## config.mk

```make
export PLATFORM = sky130hd
export DESIGN_NAME = indexed_queue
export DESIGN_NICKNAME = d
export VERILOG_FILES = /design/src/rtl/indexed_queue_pkg.sv /design/src/rtl/iq_storage.sv /design/src/rtl/indexed_queue.sv
export SDC_FILE = /design/constraint.sdc
export NUM_CORES = 1
export LEC_CHECK = 0
export ABC_AREA = 1
export CELL_PAD_IN_SITES_DETAIL_PLACEMENT = 0
export CELL_PAD_IN_SITES_GLOBAL_PLACEMENT = 1
export CORE_MARGIN = 5
export CORE_UTILIZATION = 25
export CTS_CLUSTER_SIZE = 25
export DETAILED_ROUTE_END_ITERATION = 12
export GPL_TIMING_DRIVEN = 0
export MAX_ROUTING_LAYER = met4
export PLACE_DENSITY_LB_ADDON = 0.1
export REMOVE_ABC_BUFFERS = 1
export SYNTH_ARGS = -nofsm -noshare
export SYNTH_HDL_FRONTEND = slang
export SYNTH_SLANG_ARGS = --single-unit
```

## constraint.sdc

```tcl
create_clock -name clk -period 3.8 [get_ports clk]
set_input_delay 0.76 -clock clk [delete_from_list [all_inputs] [get_ports clk]]
set_output_delay 0.76 -clock clk [all_outputs]
set_load 0.01 [all_outputs]
```

## src/rtl/indexed_queue_pkg.sv

```systemverilog
// indexed_queue_pkg: shared defaults and queue op encoding.
// Imported by indexed_queue and iq_storage.
package indexed_queue_pkg;

  localparam int IQ_DATA_W = 32;
  localparam int IQ_DEPTH  = 16;

  typedef enum logic [1:0] {
    NONE    = 2'b00,
    POP     = 2'b01,
    PUSH    = 2'b10,
    PUSHPOP = 2'b11
  } iq_op_e;

  function automatic iq_op_e iq_op(
    input logic push,
    input logic pop
  );
    return iq_op_e'({push, pop});
  endfunction

endpackage

```

## src/rtl/iq_storage.sv

```systemverilog
// iq_storage: DEPTH x DATA_W array, one write port,
// two asynchronous read ports (head and indexed).
module iq_storage
  import indexed_queue_pkg::*;
#(
  parameter int DATA_W = IQ_DATA_W,
  parameter int DEPTH  = IQ_DEPTH,
  parameter int PTR_W  = $clog2(DEPTH)
) (
  input  logic              clk,
  input  logic              wr_en,
  input  logic [PTR_W-1:0]  wr_addr,
  input  logic [DATA_W-1:0] wr_data,
  input  logic [PTR_W-1:0]  head_addr,
  output logic [DATA_W-1:0] head_data,
  input  logic [PTR_W-1:0]  idx_addr,
  output logic [DATA_W-1:0] idx_data
);

  logic [DATA_W-1:0] mem [DEPTH];

  // Contents are deliberately not reset.
  always_ff @(posedge clk) begin
    if (wr_en) begin
      mem[wr_addr] <= wr_data;
    end
  end

  assign head_data = mem[head_addr];
  assign idx_data  = mem[idx_addr];

endmodule

```

## src/rtl/indexed_queue.sv

```systemverilog
// indexed_queue: circular FIFO with registered indexed read.
// Optional sticky err port: define INDEXED_QUEUE_ERR_EN.
module indexed_queue
  import indexed_queue_pkg::*;
#(
  parameter int DATA_W = IQ_DATA_W,
  parameter int DEPTH  = IQ_DEPTH,
  parameter int CNT_W  = $clog2(DEPTH + 1)
) (
  input  logic              clk,
  input  logic              rst_n,
  input  logic              clear,
  input  logic              push_en,
  input  logic [DATA_W-1:0] push_data,
  output logic              push_ready,
  input  logic              pop_en,
  output logic [DATA_W-1:0] pop_data,
  input  logic              rd_en,
  input  logic [CNT_W-1:0]  rd_idx,
  output logic [DATA_W-1:0] rd_data,
  output logic              rd_valid,
  output logic [CNT_W-1:0]  q_size,
  output logic              full,
  output logic              empty
`ifdef INDEXED_QUEUE_ERR_EN
  ,
  output logic              err
`endif
);

  localparam int PTR_W = $clog2(DEPTH);

  logic [PTR_W-1:0]  head;
  logic [PTR_W-1:0]  tail;
  logic [PTR_W-1:0]  idx_addr;
  logic [DATA_W-1:0] head_data;
  logic [DATA_W-1:0] idx_data;
  logic              push_acc;
  logic              pop_acc;
  logic              rd_hit;
  logic              wr_en;
  iq_op_e            op;

  assign full  = (q_size == CNT_W'(DEPTH));
  assign empty = (q_size == '0);

  // A pop frees a slot in the same cycle, so a full queue still accepts.
  assign push_ready = !full || pop_en;
  assign push_acc   = push_en && push_ready;
  assign pop_acc    = pop_en && !empty;
  assign op         = iq_op(push_acc, pop_acc);

  assign wr_en    = push_acc && !clear;
  assign rd_hit   = (rd_idx < q_size);
  assign idx_addr = head + rd_idx[PTR_W-1:0];
  assign pop_data = empty ? '0 : head_data;

  iq_storage #(
    .DATA_W (DATA_W),
    .DEPTH  (DEPTH),
    .PTR_W  (PTR_W)
  ) u_storage (
    .clk       (clk),
    .wr_en     (wr_en),
    .wr_addr   (tail),
    .wr_data   (push_data),
    .head_addr (head),
    .head_data (head_data),
    .idx_addr  (idx_addr),
    .idx_data  (idx_data)
  );

  always_ff @(posedge clk or negedge rst_n) begin
    if (!rst_n) begin
      head   <= '0;
      tail   <= '0;
      q_size <= '0;
    end else if (clear) begin
      head   <= '0;
      tail   <= '0;
      q_size <= '0;
    end else begin
      if (push_acc) tail <= tail + PTR_W'(1);
      if (pop_acc)  head <= head + PTR_W'(1);
      unique case (op)
        PUSH:    q_size <= q_size + CNT_W'(1);
        POP:     q_size <= q_size - CNT_W'(1);
        default: q_size <= q_size;
      endcase
    end
  end

  // Read samples pre-edge contents, so clear does not affect it.
  always_ff @(posedge clk or negedge rst_n) begin
    if (!rst_n) begin
      rd_data  <= '0;
      rd_valid <= 1'b0;
    end else begin
      rd_valid <= rd_en;
      if (rd_en) begin
        rd_data <= rd_hit ? idx_data : '0;
      end
    end
  end

`ifdef INDEXED_QUEUE_ERR_EN
  logic err_hit;

  assign err_hit = (push_en && !push_ready)
                || (pop_en && empty)
                || (rd_en && !rd_hit);

  always_ff @(posedge clk or negedge rst_n) begin
    if (!rst_n) begin
      err <= 1'b0;
    end else if (clear) begin
      err <= 1'b0;
    end else if (err_hit) begin
      err <= 1'b1;
    end
  end
`endif

endmodule
```

==> impl_metrics.py, run 1 <==
metrics = {
    "run_status": {
        "outcome": "completed",
    },
    "place": {
        "place.gp.congestion": 0.716,
        "io_buffers": 115,
        "dp_cells": 4089,
        "hpwlAfterDp_um": 59300,
    },
    "die": {
        "ioPinCount": 116,
        "rows": 120,
        "die_h_um": 339,
        "die_w_um": 339,
        "fp.dieArea_sq_um": 115000,
        "start_util_pct": 25.2,
        "coreArea_sq_um": 107000,
    },
    "power_and_ir_drop": {
        "cellPowerDensity_nw_per_um2": 733,
        "power_leakage_nw": 12.1,
        "ir_worst_vdd_mv": 0.429,
        "clkPwrFrac_pct": 26.8,
        "seqPwrFrac_pct": 28.1,
        "power.net_switching_mw": 10.3,
        "pwr-share-comb_pct": 45.1,
        "switching_share_pct": 40.9,
        "internal-power_mw": 14.9,
    },
    "cts": {
        "clock_path_buffers": 3,
        "cts_tree": "built",
        "root_buffer": "clkbuf_16",
        "hold_buffers": 0,
        "cts_buffers": 73,
        "cts_htree_levels": 3,
        "clock-sinks": 558,
        "cts.clk_slew.worst_paths_ns": 0.06,
        "worstSkewPairLatency_ns": 0.62,
    },
    "synth": {
        "syn_inst": 2730,
        "synthTopCellsByArea": "edfxtp_1, nand3_1, o211ai_1",
        "ys_ff_latch": 558,
        "synth.most_common_cell": "edfxtp_1",
        "yosysUniqueCellTypes": 29,
        "yosys.area.top_type": "edfxtp_1",
        "synth.top_cells.by_count": "edfxtp_1, nand2_1, nand3_1, o211ai_1, o21ai_0",
        "synth_edf_count": 512,
        "synth_flop_cell": "edfxtp_1",
        "syn_area_per_cell_sq_um": 9.93,
        "synth_area_sq_um": 27100,
        "synth-seq-area-share_pct": 61.0,
        "synth_top_area_share_pct": 56.7,
        "synth_warnings": 0,
        "ys_async_sr_fraction_pct": 8.24,
    },
    "global_route": {
        "grt_max_degree": 88,
        "grt-ovfl-total": 0,
        "grt_pass1_wl_um": 167000,
        "antenna_found_initial": 4,
        "grt_pass1_vias": 22231,
        "grtUsageTotal_pct": 20.6,
    },
    "finish": {
        "synthToLayoutAreaGrowth_pct": 26.7,
        "final_cells": 4274,
        "fin_util_pct": 32.0,
        "drive_gt1_share_pct": 9.34,
        "final_nets": 2866,
    },
    "job": {
        "cap_violations": 0,
    },
    "timing": {
        "clock-skew-final_ns": 0.0221,
        "fmax_mhz": 270,
        "rsz0062_at_grt": "true",
        "slew_headroom_pct": 48.7,
        "layout_min_cycle_time_ns": 3.71,
        "fin_crit_sh_pct": 97.6,
        "setup_viol": 0,
        "worst_slew_pin_slew_ns": 0.769,
        "drv_slew": 0,
        "finalHoldViolCount": 0,
    },
    "worst_setup_path": {
        "cp.required_ns": 3.04,
        "crit-reg2reg-launch": "head[0]",
        "r2r_cells": 12,
        "cp-start-kind": "flip-flop",
        "critPathLaunch": "head[2]",
        "cp-endpoint": "pop_data[17]",
        "critPathSlowestCell": "dfrtp_4",
        "path_cells": "buf_16 -> inv_12 -> bufbuf_16 -> o211ai_1 -> nand3_1 -> a21oi_1 -> clkdlybuf4s50_1",
        "reg2reg_slack_ns": 0.10,
        "crit_path_max_incr_delay_ns": 0.57,
        "worstPathArrival_ns": 2.95,
        "end_kind": "output port",
        "crit_type": "flip-flop to output port",
        "worstReg2RegEnd": "rd_data[0]",
        "critical_path.max_fanout": 24,
    },
    "routing": {
        "drt_iter0_drc": 2110,
        "wl_per_cell_um": 28.1,
        "dr.pass1.iters": 5,
        "drc": 0,
        "routed_via_density": 5.25,
        "wl_um": 120000,
        "postRouteAntennaNets": 0,
        "vias": 22425,
    },
    "min_path": {
        "hold_class": "input port to asynchronous set/reset pin",
    },
}
## cell families (layout without fill, tap and decap cells)
family	after synthesis	after routing	synth area share [%]
flops	558	558	61.0
buf+inv	382	520	5.83
xor+xnor	3	3	0.0970
other cells	0	3	0
fa+ha+maj	15	15	0.720
compound gates	736	736	15.9
simple gates	1036	1036	16.4
## per-layer routing
metal	up-vias	global-route usage [%]	part of all wire [%]
li1	10074	-	-
met1	11302	26.8	44
met2	838	33.8	48
met3	211	2.96	5.8
met4	0	5.68	2.6
met5	-	-	0
## critical path, delay by kind of cell, from the launching register on
kind,cells,cell delay (ns)
AO/OA/AOI/OAI,2,0.23
buffers and inverters,4,1.35
flip-flops,1,0.57
AND/OR/NAND/NOR,1,0.13
## sequential cells by signal, summed over array words and instances (netlist names)
register and flops:
head 4, q_size 5, u_storage.mem 512, rd_data 32, rd_valid 1, tail 4
## final cells by class
type                            count  area [sq um]
Multi-Input combinational cell   1790          9290
Clock buffer                      104          2150
Timing Repair Buffer              221          3680
Tap cell                         1403          1760
Clock inverter                     31           188
Inverter                          161           696
Sequential cell                   558         16500
Antenna cell                        3          7.51
Fill cell                       10712         73000
Timing Repair inverter              3          26.3
## how the worst min path moves through the flow
stage / slack, ns / to / startpoint / cells after the start
finish: 0.1 / rd_data[1] / rst_n / 1
global route: 0.10 / rd_data[1] / rst_n / 1
CTS: 0.08 / rd_data[1] / rst_n / 1
detailed placement: 0.48 / rd_data[22] / rd_data[22] / 2
global placement: 0.47 / rd_data[13] / rd_data[13] / 2
floorplan: 0.46 / head[0] / rst_n / 0
## per-stage QoR
step / worst slack, ns / power, mW / hold WS, ns / instance area (sq um) / TNS (ns)
floorplan: -7.47 / 12.0 / 0.464 / 26100 / -344.98
global placement: -20.26 / 14.1 / 0.472 / 29000 / -2666.23
detailed placement: -1.06 / 17.0 / 0.482 / 30800 / -36.67
CTS: -0.104 / 25.3 / 0.0850 / 34200 / -0.104
global route: -0.00326 / 26.4 / 0.105 / 34300 / -0.00326
finish: 0.0897 / 25.2 / 0.0970 / 34300 / 0
## what timing repair did
item | CTS | global route
setup buffers | 17 | 2
setup endpoints to repair | 65 | 27
pin swaps | 8 | 3
gates resized for setup | 60 | 15
cloned | 24 | 4
## cell usage in the layout, fill, tap and decap left out, drive strengths merged, types with 3 or more instances in the layout
master         count
edfxtp           512
nand2            444
nand3            425
o21ai            311
o211ai           252
a21oi            172
inv              162
nor2             157
clkbuf           109
clkdlybuf4s50     92
buf               92
dfrtp             46
clkinv            31
dlygate4sd2       15
ha                14
bufbuf            11
nand4              7
dlymetal6s2s       6
diode              3
## power groups by stage
stage                     Combinational (mW)  Clock, mW  Sequential, mW
after floorplan                         4.66          0            7.34
after global placement                  6.69          0            7.41
after detailed placement                9.74          0            7.27
after CTS                               11.2       6.97            7.07
after global routing                    12.1       7.22            7.09
final                                   11.3       6.75            7.07
Power figures use the tool's default switching activity.
==> run 2, diff against run 1 <==
==> constraint.sdc (replaced) <==
create_clock -name clk -period 3.3 [get_ports clk]
set_input_delay 0.66 -clock clk [delete_from_list [all_inputs] [get_ports clk]]
set_output_delay 0.66 -clock clk [all_outputs]
set_load 0.01 [all_outputs]
==> impl_metrics.py, run 2 (synthesis gave the netlist of run 1 again) <==
metrics = {
    "timing": {
        "slew_headroom_pct": 51.6,
        "setup_ws_ns": -0.0355,
        "layout_min_cycle_time_ns": 3.34,
        "finalHoldViolCount": 0,
        "clock-skew-final_ns": 0.0308,
        "setup_viol": 5,
        "drv_slew": 0,
        "worst_slew_pin_slew_ns": 0.724,
        "rsz0062_at_grt": "true",
        "fmax_mhz": 300,
        "fin_crit_sh_pct": 101,
        "hold_slack_ns": 0.491,
    },
    "finish": {
        "fill_cells": 10630,
        "ff_latch_area_sq_um": 16500,
        "layout_common_cells": "edfxtp_1, nand2_1, nand3_1",
        "multi_input_area_sq_um": 9420,
        "drive_gt1_share_pct": 13.7,
        "largest_reg_flops": 512,
        "final_common_cell": "edfxtp_1",
        "final_cells": 4345,
        "largestRegisters": "u_storage.mem: 512 flops, rd_data: 32 flops, q_size: 5 flops",
        "synthToLayoutAreaGrowth_pct": 30.8,
        "final_nets": 2937,
        "regMostFlops": "u_storage.mem",
    },
    "worst_setup_path": {
        "critPathSlowestCell": "dfrtp_4",
        "cp_num_buf_inv": 7,
        "worst_path_most_repeated_cell": "buf_16",
        "cp-start-kind": "flip-flop",
        "path_cells": "buf_16 -> inv_16 -> buf_16 -> buf_12 -> buf_16 -> buf_8 -> o21ai_1 -> o211ai_1 -> nand3_1 -> a21oi_2 -> buf_2",
        "end_kind": "output port",
        "critPathTopFamily": "buffers and inverters",
        "crit_type": "flip-flop to output port",
        "crit_path_max_incr_delay_ns": 0.52,
        "cp.required_ns": 2.64,
        "critical_path.max_fanout": 8,
        "worstPathArrival_ns": 2.68,
    },
    "place": {
        "hpwlAfterDp_um": 59300,
        "place.gp.congestion": 0.716,
        "io_buffers": 115,
        "dp_slack_ns": -1.46,
        "dp_cells": 4089,
    },
    "routing": {
        "dr.pass1.iters": 5,
        "routed_via_density": 5.30,
        "drc": 0,
        "wl_per_cell_um": 29.1,
        "drt_iter0_drc": 2368,
        "vias": 23038,
        "postRouteAntennaNets": 0,
        "wl_um": 126000,
    },
    "cts": {
        "clock_path_buffers": 3,
        "cts_htree_levels": 3,
        "clock-sinks": 558,
        "cts_buffers": 73,
        "cts_tree": "built",
        "cts.clk_slew.worst_paths_ns": 0.05,
        "worstSkewPairLatency_ns": 0.63,
        "root_buffer": "clkbuf_16",
    },
    "global_route": {
        "grtUsageTotal_pct": 21.4,
        "antenna_found_initial": 5,
        "grt_pass1_vias": 22518,
        "grt_pass1_wl_um": 171000,
        "grt_max_degree": 88,
        "grt-ovfl-total": 0,
    },
    "power_and_ir_drop": {
        "pwr-share-comb_pct": 48.4,
        "clkPwrFrac_pct": 25.2,
        "switching_share_pct": 41.2,
        "internal-power_mw": 18.2,
        "ir_worst_vdd_mv": 0.720,
        "cellPowerDensity_nw_per_um2": 871,
        "seqPwrFrac_pct": 26.4,
        "power_leakage_nw": 12.6,
        "power.net_switching_mw": 12.7,
    },
    "run_status": {
        "outcome": "complete, but fails checks",
        "violations": "negative setup slack",
    },
    "job": {
        "cap_violations": 0,
    },
    "die": {
        "coreArea_sq_um": 107000,
        "die_w_um": 339,
        "fp.dieArea_sq_um": 115000,
        "die_h_um": 339,
        "ioPinCount": 116,
        "rows": 120,
        "start_util_pct": 25.2,
    },
    "min_path": {
        "hold_class": "flip-flop to flip-flop",
    },
}
run 2: changes by cell type in the layout (fill, tap and decap cells not counted), sizes merged:
cell,before,now
clkdlybuf4s50,92,82
dlygate4sd2,15,0
clkbuf,109,118
dlymetal6s2s,6,0
inv,162,164
buf,92,182
bufbuf,11,9
clkdlybuf4s15,0,1
bufinv,2,3
dlygate4sd3,0,1
run 2: final cells by class:
type                            count  area share, %
Sequential cell                   558           46.7
Multi-Input combinational cell   1790           26.6
Timing Repair Buffer              289           13.0
Clock buffer                      104           6.07
Tap cell                         1403           4.95
Inverter                          161           2.04
Clock inverter                     31          0.529
Timing Repair inverter              6          0.205
Antenna cell                        3         0.0212
run 2: path summary, 6_finish.rpt:
| kind | startpoint | to | slack [ns] | cells past startpoint |
|---|---|---|---|---|
| max | head[0] | pop_data[26] | -0.04 | 11 |
| min | rd_data[1] | rd_data[1] | 0.49 | 2 |
| max reg2reg | head[0] | rd_data[4] | 0.06 | 12 |
| min reg2reg | rd_data[1] | rd_data[1] | 0.49 | 2 |
| max in group asynchronous | rst_n | rd_data[25] | 2.18 | 3 |
| min in group asynchronous | rst_n | rd_data[1] | 0.54 | 2 |
run 2: stage by stage:
stage / utilization (%) / setup TNS (ns) / instance area, sq um / power [mW]
after floorplan: - / -374.28 / 26100 / 13.6
after global placement: 27.0 / -2920.63 / 29000 / 15.5
after detailed placement: 28.7 / -70.01 / 30800 / 19.6
after CTS: 32.6 / -0.378 / 35000 / 30.5
after global routing: 33.0 / -0.769 / 35500 / 32.3
final: 33.0 / -0.0931 / 35500 / 30.9
run 2: worst reg2reg max path, stage by stage (launching register included):
cell and delay [ns]:
dfrtp_4 0.46, buf_12 0.19, ha_4 0.15, inv_1 0.05, fa_4 0.96, buf_16 0.23
inv_16 0.14, buf_16 0.20, o211ai_1 0.12, nand3_1 0.11, nand3_1 0.14, nand3_1 0.22
o21ai_1 0.17
run 2: power groups by stage:
stage / clock network [mW] / registers [mW] / logic [mW]
detailed placement: 0 / 8.37 / 11.2
global placement: 0 / 8.49 / 6.98
floorplan: 0 / 8.45 / 5.18
global route: 8.31 / 8.17 / 15.8
finish: 7.80 / 8.14 / 14.9
CTS: 8.03 / 8.14 / 14.4
run 2: repair_timing:
item | in CTS | in global routing
setup buffers | 50 | 19
endpoints found under the setup margin | 65 | 60
pin swaps | 45 | 62
endpoints found under the hold margin | 6 | 0
hold buffers | 1 | 0
resized for setup | 210 | 59
gates cloned | 41 | 8
run 2: routing by layer:
layer | part of all wire, % | global-route usage, % | routed length, um
met4 | 3.5 | 7.46 | 4400
met2 | 46 | 34.3 | 58700
met5 | 0 | - | 0
met3 | 7.9 | 3.97 | 10000
met1 | 42 | 27.5 | 53300
==> run 3, diff against run 2 <==
--- a/config.mk
+++ b/config.mk
@@ -10,7 +10,7 @@
 export CELL_PAD_IN_SITES_GLOBAL_PLACEMENT = 1
 export CORE_MARGIN = 5
 export CORE_UTILIZATION = 25
-export CTS_CLUSTER_SIZE = 25
+export CTS_CLUSTER_SIZE = 12
 export DETAILED_ROUTE_END_ITERATION = 12
 export GPL_TIMING_DRIVEN = 0
 export MAX_ROUTING_LAYER = met4
==> results of run 3 <==
Final layout, timing and power as in run 2 (identical DEF).
